<file path="src/rtl/operand_skid_buffer.sv">
// Two-entry registered skid buffer on the ALU B-operand path, with synchronous flush.
// Define OPERAND_SKID_PARITY_EN to add a stored even-parity bit per entry (out_parity).
module operand_skid_buffer #(
  parameter int unsigned WIDTH = 32
) (
  input  logic             clk,
  input  logic             rst,
  input  logic [WIDTH-1:0] in_data,
  input  logic             in_valid,
  output logic             in_ready,
  output logic [WIDTH-1:0] out_data,
  output logic             out_valid,
  input  logic             out_ready,
  input  logic             flush,
`ifdef OPERAND_SKID_PARITY_EN
  output logic             out_parity,
`endif
  output logic [1:0]       occupancy
);

  typedef enum logic [1:0] {
    StEmpty = 2'd0,
    StOne   = 2'd1,
    StFull  = 2'd2
  } state_e;

  // Parity rides in the top bit of each entry so it moves main<-skid with its data.
`ifdef OPERAND_SKID_PARITY_EN
  localparam int unsigned EW = WIDTH + 1;
`else
  localparam int unsigned EW = WIDTH;
`endif

  state_e        state_q, state_d;
  logic [EW-1:0] main_q, main_d;
  logic [EW-1:0] skid_q, skid_d;
  logic [EW-1:0] in_entry;
  logic          in_xfer, out_xfer;

`ifdef OPERAND_SKID_PARITY_EN
  assign in_entry = {^in_data, in_data};
`else
  assign in_entry = in_data;
`endif

  assign in_ready  = !rst && (state_q != StFull);
  assign out_valid = (state_q != StEmpty);
  assign out_data  = out_valid ? main_q[WIDTH-1:0] : '0;
  assign occupancy = state_q;
  assign in_xfer   = in_valid && in_ready;
  assign out_xfer  = out_valid && out_ready;

`ifdef OPERAND_SKID_PARITY_EN
  assign out_parity = out_valid && main_q[WIDTH];
`endif

  always_comb begin
    state_d = state_q;
    main_d  = main_q;
    skid_d  = skid_q;
    if (flush) begin
      state_d = StEmpty;
      main_d  = '0;
      skid_d  = '0;
    end else begin
      unique case (state_q)
        StEmpty: begin
          if (in_xfer) begin
            state_d = StOne;
            main_d  = in_entry;
          end
        end
        StOne: begin
          if (in_xfer && out_xfer) begin
            main_d = in_entry;
          end else if (in_xfer) begin
            state_d = StFull;
            skid_d  = in_entry;
          end else if (out_xfer) begin
            state_d = StEmpty;
            main_d  = '0;
          end
        end
        StFull: begin
          if (out_xfer) begin
            state_d = StOne;
            main_d  = skid_q;
            skid_d  = '0;
          end
        end
        default: begin
          state_d = StEmpty;
          main_d  = '0;
          skid_d  = '0;
        end
      endcase
    end
  end

  always_ff @(posedge clk or posedge rst) begin
    if (rst) begin
      state_q <= StEmpty;
      main_q  <= '0;
      skid_q  <= '0;
    end else begin
      state_q <= state_d;
      main_q  <= main_d;
      skid_q  <= skid_d;
    end
  end

endmodule

</file>
<file path="config.mk">
export PLATFORM = sky130hd
export DESIGN_NAME = operand_skid_buffer
export DESIGN_NICKNAME = d
export VERILOG_FILES = /design/src/rtl/operand_skid_buffer.sv
export SDC_FILE = /design/constraint.sdc
export NUM_CORES = 1
export LEC_CHECK = 0
export ABC_CLOCK_PERIOD_IN_PS = 5500
export CAP_MARGIN = 20
export CORE_ASPECT_RATIO = 1.4
export CORE_MARGIN = 5
export CORE_UTILIZATION = 52
export DETAILED_ROUTE_END_ITERATION = 7
export HOLD_SLACK_MARGIN = 0.06
export PLACE_DENSITY = 0.81
export SLEW_MARGIN = 30
export SYNTH_ARGS = -nofsm -noshare
export SYNTH_HDL_FRONTEND = slang
export SYNTH_SLANG_ARGS = --single-unit
</file>
<file path="constraint.sdc">
create_clock -name clk -period 5.5 [get_ports clk]
set_clock_uncertainty 0.05 [all_clocks]
set_input_delay 1.65 -clock clk [delete_from_list [all_inputs] [get_ports clk]]
set_output_delay 1.65 -clock clk [all_outputs]
set_load 0.02 [all_outputs]
</file>
==> results.cfg, run 1 <==
[run_status]
status = complete, no violations

[floorplan]
boundaryPins = 73
dieHeight_um = 108
die_x_um = 80.1
dieArea_sq_um = 8650
initial_core_util_pct = 53.7
fp-row-count = 35
coreArea_sq_um = 6660

[sta]
timing_hold_violations_final = 0
slew_viol_final = 0
tightest_slew_ns = 0.960
setup_viol_count_final = 0
setup_tns_ns = 0
relSlewSlack_pct = 36.0
hold-worst-slack_ns = 0.469
period_minus_slack_ns = 4.63
fmaxAchievable_mhz = 216
period_share_pct = 84.2
rsz0062_at_grt = false

[cells_and_area]
syn2layout_area_growth_pct = 27.6
multi_input_area_sq_um = 1790
fillers = 548
drive_gt1_share_pct = 15.3
regArea_sq_um = 1650
utilization_pct = 68.5
layout.nets = 471
antenna_cells = 0

[drt]
wl_mm = 8.90
firstDrtPassIters = 4
wl_per_cell_um = 16.8
vias = 2985
dr.first_iter.drc_count = 247
ant_nets = 0
vias_per_cell = 5.62
drcViolationCount = 0

[clock_network]
cts_setup_buffers = 0
ctsResizeCount = 0
htree_levels = 3
root_buffer = clkbuf_8
clock_latency_ns = 0.34
cts_tree = yes
cts_buffers = 9
clk_path_buf_depth = 2
hold_buffers = 0
clk_pin_slew_ns = 0.06
cts.sinks = 66

[synthesis]
synth_nets = 414
async_flop_share_pct = 100
synth_area_sq_um = 3570
ys_types = 24
ys_ff_latch = 66
synth_seq_area_share_pct = 46.2
avgSynthCellArea_sq_um = 9.48
synth_edf_count = 0
netlist_instances = 377
synth-warning-count = 0
synth_ff_type = dfrtp_1

[grt]
grt_usage_pct = 21.4
grt_max_degree = 67
antenna_found_initial = 0
grt_pass1_wl_mm = 14.7
grt-ovfl-total = 0
grt_pass1_vias = 3040

[place]
port_buffers = 72
hpwl_mm = 5.70
place.gp.congestion = 0.768

[power_and_ir_drop]
powerDensity_nw_per_um2 = 269
p_leak_nw = 1.78
peakVddDrop_v = 0.000196

[setup_path]
worstPathArrival_ns = 2.93
startpoint_type = input port
end_kind = output pin
cp.required_ns = 3.80
worstPathMaxFanout = 5
criticalPathCategory = input port to output pin

[min_path]
hp-class = register to register

[job]
max_cap_viol_count = 0
[Yosys cell counts (3+ instances only)]
cell	number	area (sq um)
o21ai_0	29	145
nor2_1	36	135
nand3_1	29	145
a21oi_1	34	170
inv_1	3	11.3
a22oi_1	32	240
clkbuf_1	16	60.1
nor3b_1	5	37.5
mux2_2	33	372
nand2b_1	32	200
a31o_2	3	26.3
nor2b_1	33	206
dfrtp_1	66	1650
buf_2	15	75.1
[logic make-up after synthesis]
family	Yosys count	synth area share [%]
AOI/OAI and AO/OA	101	17.3
buffers and inverters	36	4.31
DFF	66	46.2
muxes	33	10.4
and+or+nand+nor	141	21.7
[cell type report]
type / count / share of cell area (%)
repair buffers: 79 / 17.0
inverters: 3 / 0.247
clock buffers: 10 / 2.80
clock inverters: 6 / 2.00
multi-input cells: 275 / 39.2
well taps: 92 / 2.53
flip-flops and latches: 66 / 36.3
[cells in the final DEF, fill, tap and decap left out, types with 2 or more instances in the layout]
master / n
nand3_1: 29
nor3b_1: 4
nor2b_1: 33
dfrtp_1: 65
inv_1: 2
clkinvlp_4: 3
mux2_2: 33
clkdlybuf4s50_1: 72
nor2_1: 34
nand2b_1: 32
a31o_2: 3
bufinv_16: 2
a22oi_1: 32
nor2_2: 2
a21oi_1: 34
clkbuf_8: 9
buf_4: 7
o21ai_0: 29
[path summary, 6_finish.rpt]
kind / startpoint / end / slack, ns / cells past startpoint
setup / recovery: rst / in_ready / 0.87 / 4
hold / removal: main_q[22] / main_q[22] / 0.47 / 2
setup reg to reg: occupancy[1] / main_q[13] / 2.65 / 5
hold reg to reg: main_q[22] / main_q[22] / 0.47 / 2
max in group asynchronous: rst / occupancy[1] / 2.88 / 3
min in group asynchronous: rst / main_q[31] / 1.94 / 3
[metal layers]
layer,up-vias,track usage (%),wire (um)
li1,1435,-,-
met1,1468,25.1,3590
met2,70,38.7,4850
met3,12,3.75,314
met4,0,7.73,140
met5,-,0,0
[flip-flops by register name, summed over array words and instances, names as in the netlist]
| name | cells |
|---|---|
| main_q | 32 |
| occupancy | 2 |
| skid_q | 32 |
[critical path, stage by stage]
cell	delay [ns]
clkdlybuf4s50_1	0.48
inv_2	0.08
and2_1	0.11
clkdlybuf4s50_1	0.60
[stage by stage]
step / area [sq um] / power, W / setup WS (ns) / instances
3_5_place_dp: 4330 / 0.000788 / 0.879 / 515
5_1_grt: 4560 / 0.00128 / 0.841 / 531
6_report: 4560 / 0.00123 / 0.867 / 531
3_3_place_gp: 4330 / 0.000781 / 0.885 / 515
4_1_cts: 4550 / 0.00123 / 0.869 / 531
2_1_floorplan: 3570 / 0.000689 / 0.371 / 377
[power by group]
group	leakage, nW	switching, W	internal (W)
Sequential	0.865	0.0000212	0.000524
Clock	0.0987	0.000192	0.000256
Combinational	0.820	0.000122	0.000110
Power figures use the tool's default switching activity.
==> inputs of run 2 (changes only) <==
--- a/config.mk
+++ b/config.mk
@@ -5,7 +5,7 @@
 export SDC_FILE = /design/constraint.sdc
 export NUM_CORES = 1
 export LEC_CHECK = 0
-export ABC_CLOCK_PERIOD_IN_PS = 5500
+export ABC_CLOCK_PERIOD_IN_PS = 4800
 export CAP_MARGIN = 20
 export CORE_ASPECT_RATIO = 1.4
 export CORE_MARGIN = 5
==> constraint.sdc (replaced) <==
create_clock -name clk -period 4.8 [get_ports clk]
set_clock_uncertainty 0.05 [all_clocks]
set_input_delay 1.44 -clock clk [delete_from_list [all_inputs] [get_ports clk]]
set_output_delay 1.44 -clock clk [all_outputs]
set_load 0.02 [all_outputs]
==> results.cfg, run 2 (synthesized netlist as in run 1, its figures left out) <==
[drt]
drcViolationCount = 0
firstDrtPassIters = 5
vias_per_cell = 5.63
wl_met1_mm = 3.39
dr.first_iter.drc_count = 238
wl_per_cell_um = 16.6
wl_mm = 8.86
route.met3.wl_um = 519
top_layer_used = met4
vias = 3003
dr_wl_met2_mm = 4.79
ant_nets = 0

[floorplan]
boundaryPins = 73
fp-row-count = 35
coreArea_sq_um = 6660
initial_core_util_pct = 53.7
dieArea_sq_um = 8650
die_x_um = 80.1
dieHeight_um = 108

[clock_network]
cts.sinks = 66
clk_pin_slew_ns = 0.07
hold_buffers = 0
clk_path_buf_depth = 2
clock_latency_ns = 0.33
cts_setup_buffers = 0
htree_levels = 3
root_buffer = clkbuf_8
cts_buffers = 9
cts_tree = yes
ctsResizeCount = 0

[sta]
setup_viol_count_final = 0
period_minus_slack_ns = 4.22
relSlewSlack_pct = 44.1
fmaxAchievable_mhz = 237
slew_viol_final = 0
timing_hold_violations_final = 0
setup_ws_ns = 0.582
setup_tns_ns = 0
tightest_slew_ns = 0.838
period_share_pct = 87.9
rsz0062_at_grt = false

[cells_and_area]
antenna_cells = 0
layout_commonest_cell = clkdlybuf4s50_1
utilization_pct = 68.6
drive_gt1_share_pct = 15.4
layout.nets = 473
final_cell_mix = clkdlybuf4s50_1, dfrtp_1, nor2_1, a21oi_1
syn2layout_area_growth_pct = 27.7
fin_cells = 533
fillers = 548

[place]
dp_cells = 517
port_buffers = 72
post-place-ws_ns = 0.579
place.gp.congestion = 0.744
hpwl_mm = 5.64

[setup_path]
startpoint_type = input port
worstPathArrival_ns = 2.73
rrSetupSlack_ns = 2.16
cp.required_ns = 3.31
end_kind = output pin
r2r-start = occupancy[1]
reg2reg_depth = 6
worstPathMaxFanout = 5
criticalPathCategory = input port to output pin
r2r_end = main_q[28]

[power_and_ir_drop]
p_leak_nw = 1.80
powerDensity_nw_per_um2 = 305
peakVddDrop_v = 0.000199
p_total_w = 0.00139

[grt]
grt_pass1_wl_mm = 14.8
grt-ovfl-total = 0
grt_usage_pct = 21.9
antenna_found_initial = 0
grt_max_degree = 67
grt_pass1_vias = 3101

[job]
max_cap_viol_count = 0

[run_status]
status = complete, no violations

[min_path]
holdPathEnd = main_q[26]
hp-class = register to register
min_path_cells = 2
hold_start = main_q[26]
run 2: changes by cell type in the layout (fill, tap and decap cells not counted), sizes merged:
cell	delta
buf	+2
clkbuf	+1
clkinv	+2
clkinvlp	-3
run 2: power by group:
part	total [W]	internal, W	switching [W]	leakage, nW
sequential	0.000624	0.000600	0.0000240	0.865
clock	0.000499	0.000292	0.000207	0.107
combinational	0.000267	0.000127	0.000140	0.830
run 2: metrics by stage:
stage / instance area, sq um / hold slack, ns
finish: 4560 / 0.469
global route: 4560 / 0.507
CTS: 4560 / 0.476
detailed placement: 4350 / 0.461
global placement: 4350 / 0.449
floorplan: 3570 / 0.437
run 2: how the worst max path moves through the flow:
stage | start | end | slack, ns | depth (start not counted)
finish | rst | in_ready | 0.58 | 4
global route | rst | in_ready | 0.54 | 4
CTS | rst | in_ready | 0.58 | 4
detailed placement | rst | in_ready | 0.58 | 4
global placement | rst | in_ready | 0.61 | 4
floorplan | rst | in_ready | 0.09 | 2
run 2: critical path, stage by stage:
cell and delay (ns):
clkdlybuf4s50_1 0.49, inv_2 0.09, and2_1 0.12, clkdlybuf4s50_1 0.59
run 2: cell type report:
type	count	area, sq um	area share, %
inverter	3	11.3	0.247
timing repair buffer	81	788	17.3
tap	92	115	2.52
sequential	66	1650	36.2
clock inverter	5	78.8	1.73
clock buffer	11	131	2.88
multi-input combinational	275	1790	39.1
run 2: metal layers:
metal  up-vias  track usage (%)
met3         9             4.42
met5         -                0
met2        89             37.7
met4         0             8.94
li1       1446                -
met1      1459             26.4
==> edit 1, RTL diff (settings of run 1) <==
`WIDTH`: 32 -> 16.
--- a/src/rtl/operand_skid_buffer.sv
+++ b/src/rtl/operand_skid_buffer.sv
@@ -2,5 +2,5 @@
 // Define OPERAND_SKID_PARITY_EN to add a stored even-parity bit per entry (out_parity).
 module operand_skid_buffer #(
-  parameter int unsigned WIDTH = 32
+  parameter int unsigned WIDTH = 16
 ) (
   input  logic             clk,
Interface: changed (resized in_data and out_data); port bits go from 73 to 41. The function was not compared with the original's and may differ.
==> edit 1 against run 1 <==
Worst setup slack better by 0.047 ns; first-iteration DRC count is 84% lower; critical endpoint unchanged; wire length is 52% lower; die area is 41% lower; design area is 47% lower; sequential share of layout area is 1.1 points lower; power is 54% lower; largest power group unchanged; maximum frequency is 1.0% higher; non-clock buffer count is 37 lower; area after synthesis is 46% lower; critical path type unchanged; hold slack worse by 0.018 ns; clock power is 53% lower; sequential cell count is 32 lower.
==> edit 1: results (changes against run 1) <==
- Outcome: completed
- Reg2reg start: occupancy[0]
- Psw: 0.139 mW (-58%)
- Hold WC Path Type: reg -> reg
- M1 wire length: 1.84 mm (-49%)
- Combinational logic power: 0.0871 mW (-63%)
- Routed wl met3: 172 um (-45%)
- Clk Tree Root Cell: clkbuf_8
- GRT Util Overall: 19.1% (-2.4 points)
- Leakage power: 0.971 nW (-46%)
- Hold_ws: 0.452 ns (-0.0175 ns)
- Hold path cells: 1 (-1)
- Max IR drop VDD: 348 uV (+78%)
- Nets: 241 (-49%)
- WL final: 4.27 mm (-52%)
- DP Area: 0.00230 mm2 (-47%)
- Met2 WL: 2.17 mm (-55%)
- Htree depth: 2 (-1)
- # DRC: 0 (unchanged)
- Ant. Diodes: 0 (unchanged)
- Register area share after synthesis: 43.9% (-2.3 points)
- XOR/XNOR share of the synthesized area: 0.452% (+0.45 points)
- DRT iter0 DRCs: 39 (-84%)
- Post-DP HPWL: 3.12 mm (-45%)
- M2 GR Usage: 30.8% (-7.9 points)
- Met3 Track Usage GR: 4.51% (+0.76 points)
- Number of cells after detailed placement: 255 (-50%)
- Post-synthesis mux area share: 8.26% (-2.1 points)
- Via Count: 1,536 (-49%)
- Skew-Pair Late Insertion Delay: 0.28 ns (-0.06 ns)
- Worst-case reg-to-reg path depth: 4 (-1)
- Top cells by count, synth: dfrtp_1, nand2b_1
- Synth cell types: 30 (+25%)
- FILL cells: 311 (-43%)
- Grt met1 use: 24.7% (-0.47 points)
- Post-Syn Instances: 187 (-50%)
- First-pass GRT wire length: 7.22 mm (-51%)
- Fraction of registers with async set/reset: 100% (unchanged)
- Crit Path Max Fanout: 6 (+1)
- Largest net degree at the start of global routing: 35 (-48%)
- Fin worst setup slack: 0.914 ns (+0.0469 ns)
- Dominant cells by area after synthesis: dfrtp_1, mux2i_1, a22o_1, o2bb2ai_1, nand2b_1
- Per-cell routed wire length: 16.2 um (-3.2%)
- Routability congestion estimate: 0.896 (+17%)
- Post-Syn Nets: 208 (-50%)
- R2R setup slack: 3.12 ns (+0.47 ns)
- Hold_sp: main_q[11]
- Layout cells sized above 1: 7.24% (-8.0 points)
- Post-synthesis register bit count: 34 (-48%)
- Vias in the first global route: 1,480 (-51%)
- Complex-gate fraction of the synthesized area: 21.8% (+4.5 points)
- Setup WS pre-CTS: 0.916 ns (+0.0371 ns)
- Int Pwr: 0.427 mW (-52%)
- Crit path largest cell delay: 0.61 ns
- RR Endpoint: main_q[10]
- Worst Hold End: main_q[11]
- IO Port Bufs: 40 (-44%)
- Clock share of power: 37.3% (+0.8 points)
edit 1: changes by cell type after synthesis, sizes merged, moves of 7 or more:
cell	run 1	this run
a21oi	34	1
mux2	33	0
dfrtp	66	34
a22oi	32	1
nor2	37	6
nor2b	33	12
a22o	0	16
mux2i	0	16
o2bb2ai	0	16
nand2b	32	17
nand3	29	16
o21ai	29	17
clkbuf	16	6
buf	17	10
edit 1: how the worst max path moves through the flow:
| stage | from | end | cells after the start |
|---|---|---|---|
| floorplan | rst | in_ready | 1 |
| global placement | rst | in_ready | 3 |
| detailed placement | rst | in_ready | 3 |
| CTS | rst | in_ready | 3 |
| global route | rst | in_ready | 3 |
| finish | rst | in_ready | 3 |
edit 1: cell type report:
class,count,area [um2],share of cell area [%]
clock buffer,8,110,4.55
sequential,34,851,35.2
multi-input combinational,135,983,40.6
inverter,2,7.51,0.310
tap,42,52.6,2.17
timing repair buffer,42,415,17.2
==> edit 2, RTL diff (settings of run 1) <==
Made on the original files. Reset style: synchronous (`rst`), changed in one clocked block.
--- a/src/rtl/operand_skid_buffer.sv
+++ b/src/rtl/operand_skid_buffer.sv
@@ -98,5 +98,5 @@
   end
 
-  always_ff @(posedge clk or posedge rst) begin
+  always_ff @(posedge clk) begin
     if (rst) begin
       state_q <= StEmpty;
Formal check against the unedited RTL: differs if rst is asserted again (counterexample within 4 cycles, from zero or initial values and one cycle with rst high); with rst held inactive, the same outputs for 4 cycles.
==> edit 2 against run 1 <==
Wire length down 6.3%; area after synthesis increased by 0.84%; cell count increased by 0.19%; power down 14%; sequential cell count is the same; design area is 2.9% lower; worst setup slack improved by 0.018 ns; via count down 2.1%; largest power group unchanged.
==> edit 2: results (changes against run 1) <==
- Outcome: completed
- Max IR drop VDD: 192 uV (-1.9%)
- Crit Path Max Fanout: 6 (+1)
- IO Port Bufs: 72 (unchanged)
- Hold WC Path Type: reg -> reg
- Worst Hold End: skid_q[4]
- Slew HR: 44.6% (+8.6 points)
- Post-Syn Nets: 419 (+1.2%)
- First-pass GRT wire length: 13.9 mm (-5.5%)
- GRT Util Overall: 20.3% (-1.1 points)
- Dominant cells by area after synthesis: dfxtp_1, mux2i_1, o2bb2ai_1, nor2_1, nor2b_1
- Layout cells sized above 1: 8.70% (-6.6 points)
- Critical path type: in -> out
- Initial antenna violation count: 0 (unchanged)
- Per-cell routed wire length: 15.7 um (-6.5%)
- Core area: 0.00685 mm2 (+2.9%)
- Hold Buf Count CTS: 0 (unchanged)
- Post-DP HPWL: 5.05 mm (-11%)
- Post-synthesis mux area share: 18.1% (+7.7 points)
- Vias in the first global route: 2,941 (-3.3%)
- Synth cell types: 26 (+8.3%)
- Routability congestion estimate: 0.765 (-0.35%)
- DR pass1 iterations: 5 (+1)
- Number of cells after detailed placement: 516 (+0.19%)
- R2R setup slack: 2.87 ns (+0.22 ns)
- Clock transition at path regs: 0.07 ns
- Skew-Pair Late Insertion Delay: 0.33 ns
- Hold path cells: 2 (unchanged)
- Nets: 469 (-0.42%)
- RR Endpoint: main_q[19]
- Largest net degree at the start of global routing: 44 (-34%)
- Register area share after synthesis: 36.7% (-9.6 points)
- Leakage power: 1.40 nW (-22%)
- Post-CTS Setup Inserts: 0 (unchanged)
- CP Data Arrival Time: 2.91 ns (-0.02 ns)
- Post-cts resize count: 0 (unchanged)
- XOR/XNOR share of the synthesized area: 0% (unchanged)
- Fraction of registers with async set/reset: 0% (-100 points)
- DRT iter0 DRCs: 193 (-22%)
- FILL cells: 608 (+11%)
- Reg2reg start: occupancy[0]
- Top cells by count, synth: nor2_1, dfxtp_1, mux2i_1, nor2b_1
- Clk Tree Root Cell: clkbuf_8
- Htree depth: 3 (unchanged)
- Hold_sp: skid_q[4]
- Complex-gate fraction of the synthesized area: 17.3% (-0.040 points)
- Cell Count, Final, Fillers Out: 532 (+0.19%)
- Vias/cell: 5.49 (-2.3%)
- Post-Syn Instances: 382 (+1.3%)
-- edit 2: area by class of cell --
type / count / area, um2 / share of cell area [%]
Sequential cell: 66 / 1320 / 29.9
Timing Repair Buffer: 76 / 751 / 17.0
Clock buffer: 12 / 155 / 3.50
Tap cell: 95 / 119 / 2.68
Clock inverter: 4 / 50.0 / 1.13
Inverter: 1 / 3.75 / 0.0848
Multi-Input combinational cell: 278 / 2030 / 45.7
-- edit 2: where the power goes --
| group | switching (mW) | leakage (nW) | internal, mW |
|---|---|---|---|
| combinational | 0.0816 | 0.766 | 0.0671 |
| clock | 0.183 | 0.0986 | 0.234 |
| sequential | 0.00395 | 0.534 | 0.485 |
| total | 0.269 | 1.40 | 0.786 |
-- edit 2: worst max-delay path by stage --
stage / startpoint / to / slack [ns] / cells after the start
finish: rst / in_ready / 0.89 / 3
detailed placement: rst / in_ready / 0.89 / 3
global route: rst / in_ready / 0.85 / 3
floorplan: rst / in_ready / 1.86 / 1
global placement: rst / in_ready / 0.95 / 3
CTS: rst / in_ready / 0.88 / 3
-- edit 2: kinds of logic (layout without fill, tap and decap cells) --
logic type / after synthesis / in the layout
multiplexers: 65 / 65
buffers and inverters: 38 / 93
AND/OR/NAND/NOR: 142 / 142
AO/OA/AOI/OAI: 71 / 71
flip-flops: 66 / 66
-- edit 2: metrics by stage --
step                cell area (um2)  util (%)  power (mW)  setup WS [ns]  hold WS, ns
global placement               4210      61.5       0.646          0.946        0.422
finish                         4430      64.7        1.05          0.885        0.448
detailed placement             4220      61.7       0.649          0.893        0.435
global route                   4430      64.7        1.10          0.850        0.485
floorplan                      3600         -       0.601           1.86        0.410
CTS                            4430      64.7        1.06          0.881        0.454
-- edit 2: per-layer routing --
metal | global-route usage [%] | share of wire, % | vias up
li1 | - | - | 1443
met1 | 24.2 | 43 | 1411
met2 | 35.9 | 52 | 63
met3 | 4.00 | 4.7 | 5
met4 | 7.00 | 0.53 | 0
met5 | 0 | 0 | -
-- edit 2: critical path: stages --
cell	delay, ns
clkdlybuf4s50_1	0.48
nor2_1	0.16
clkdlybuf4s50_1	0.63
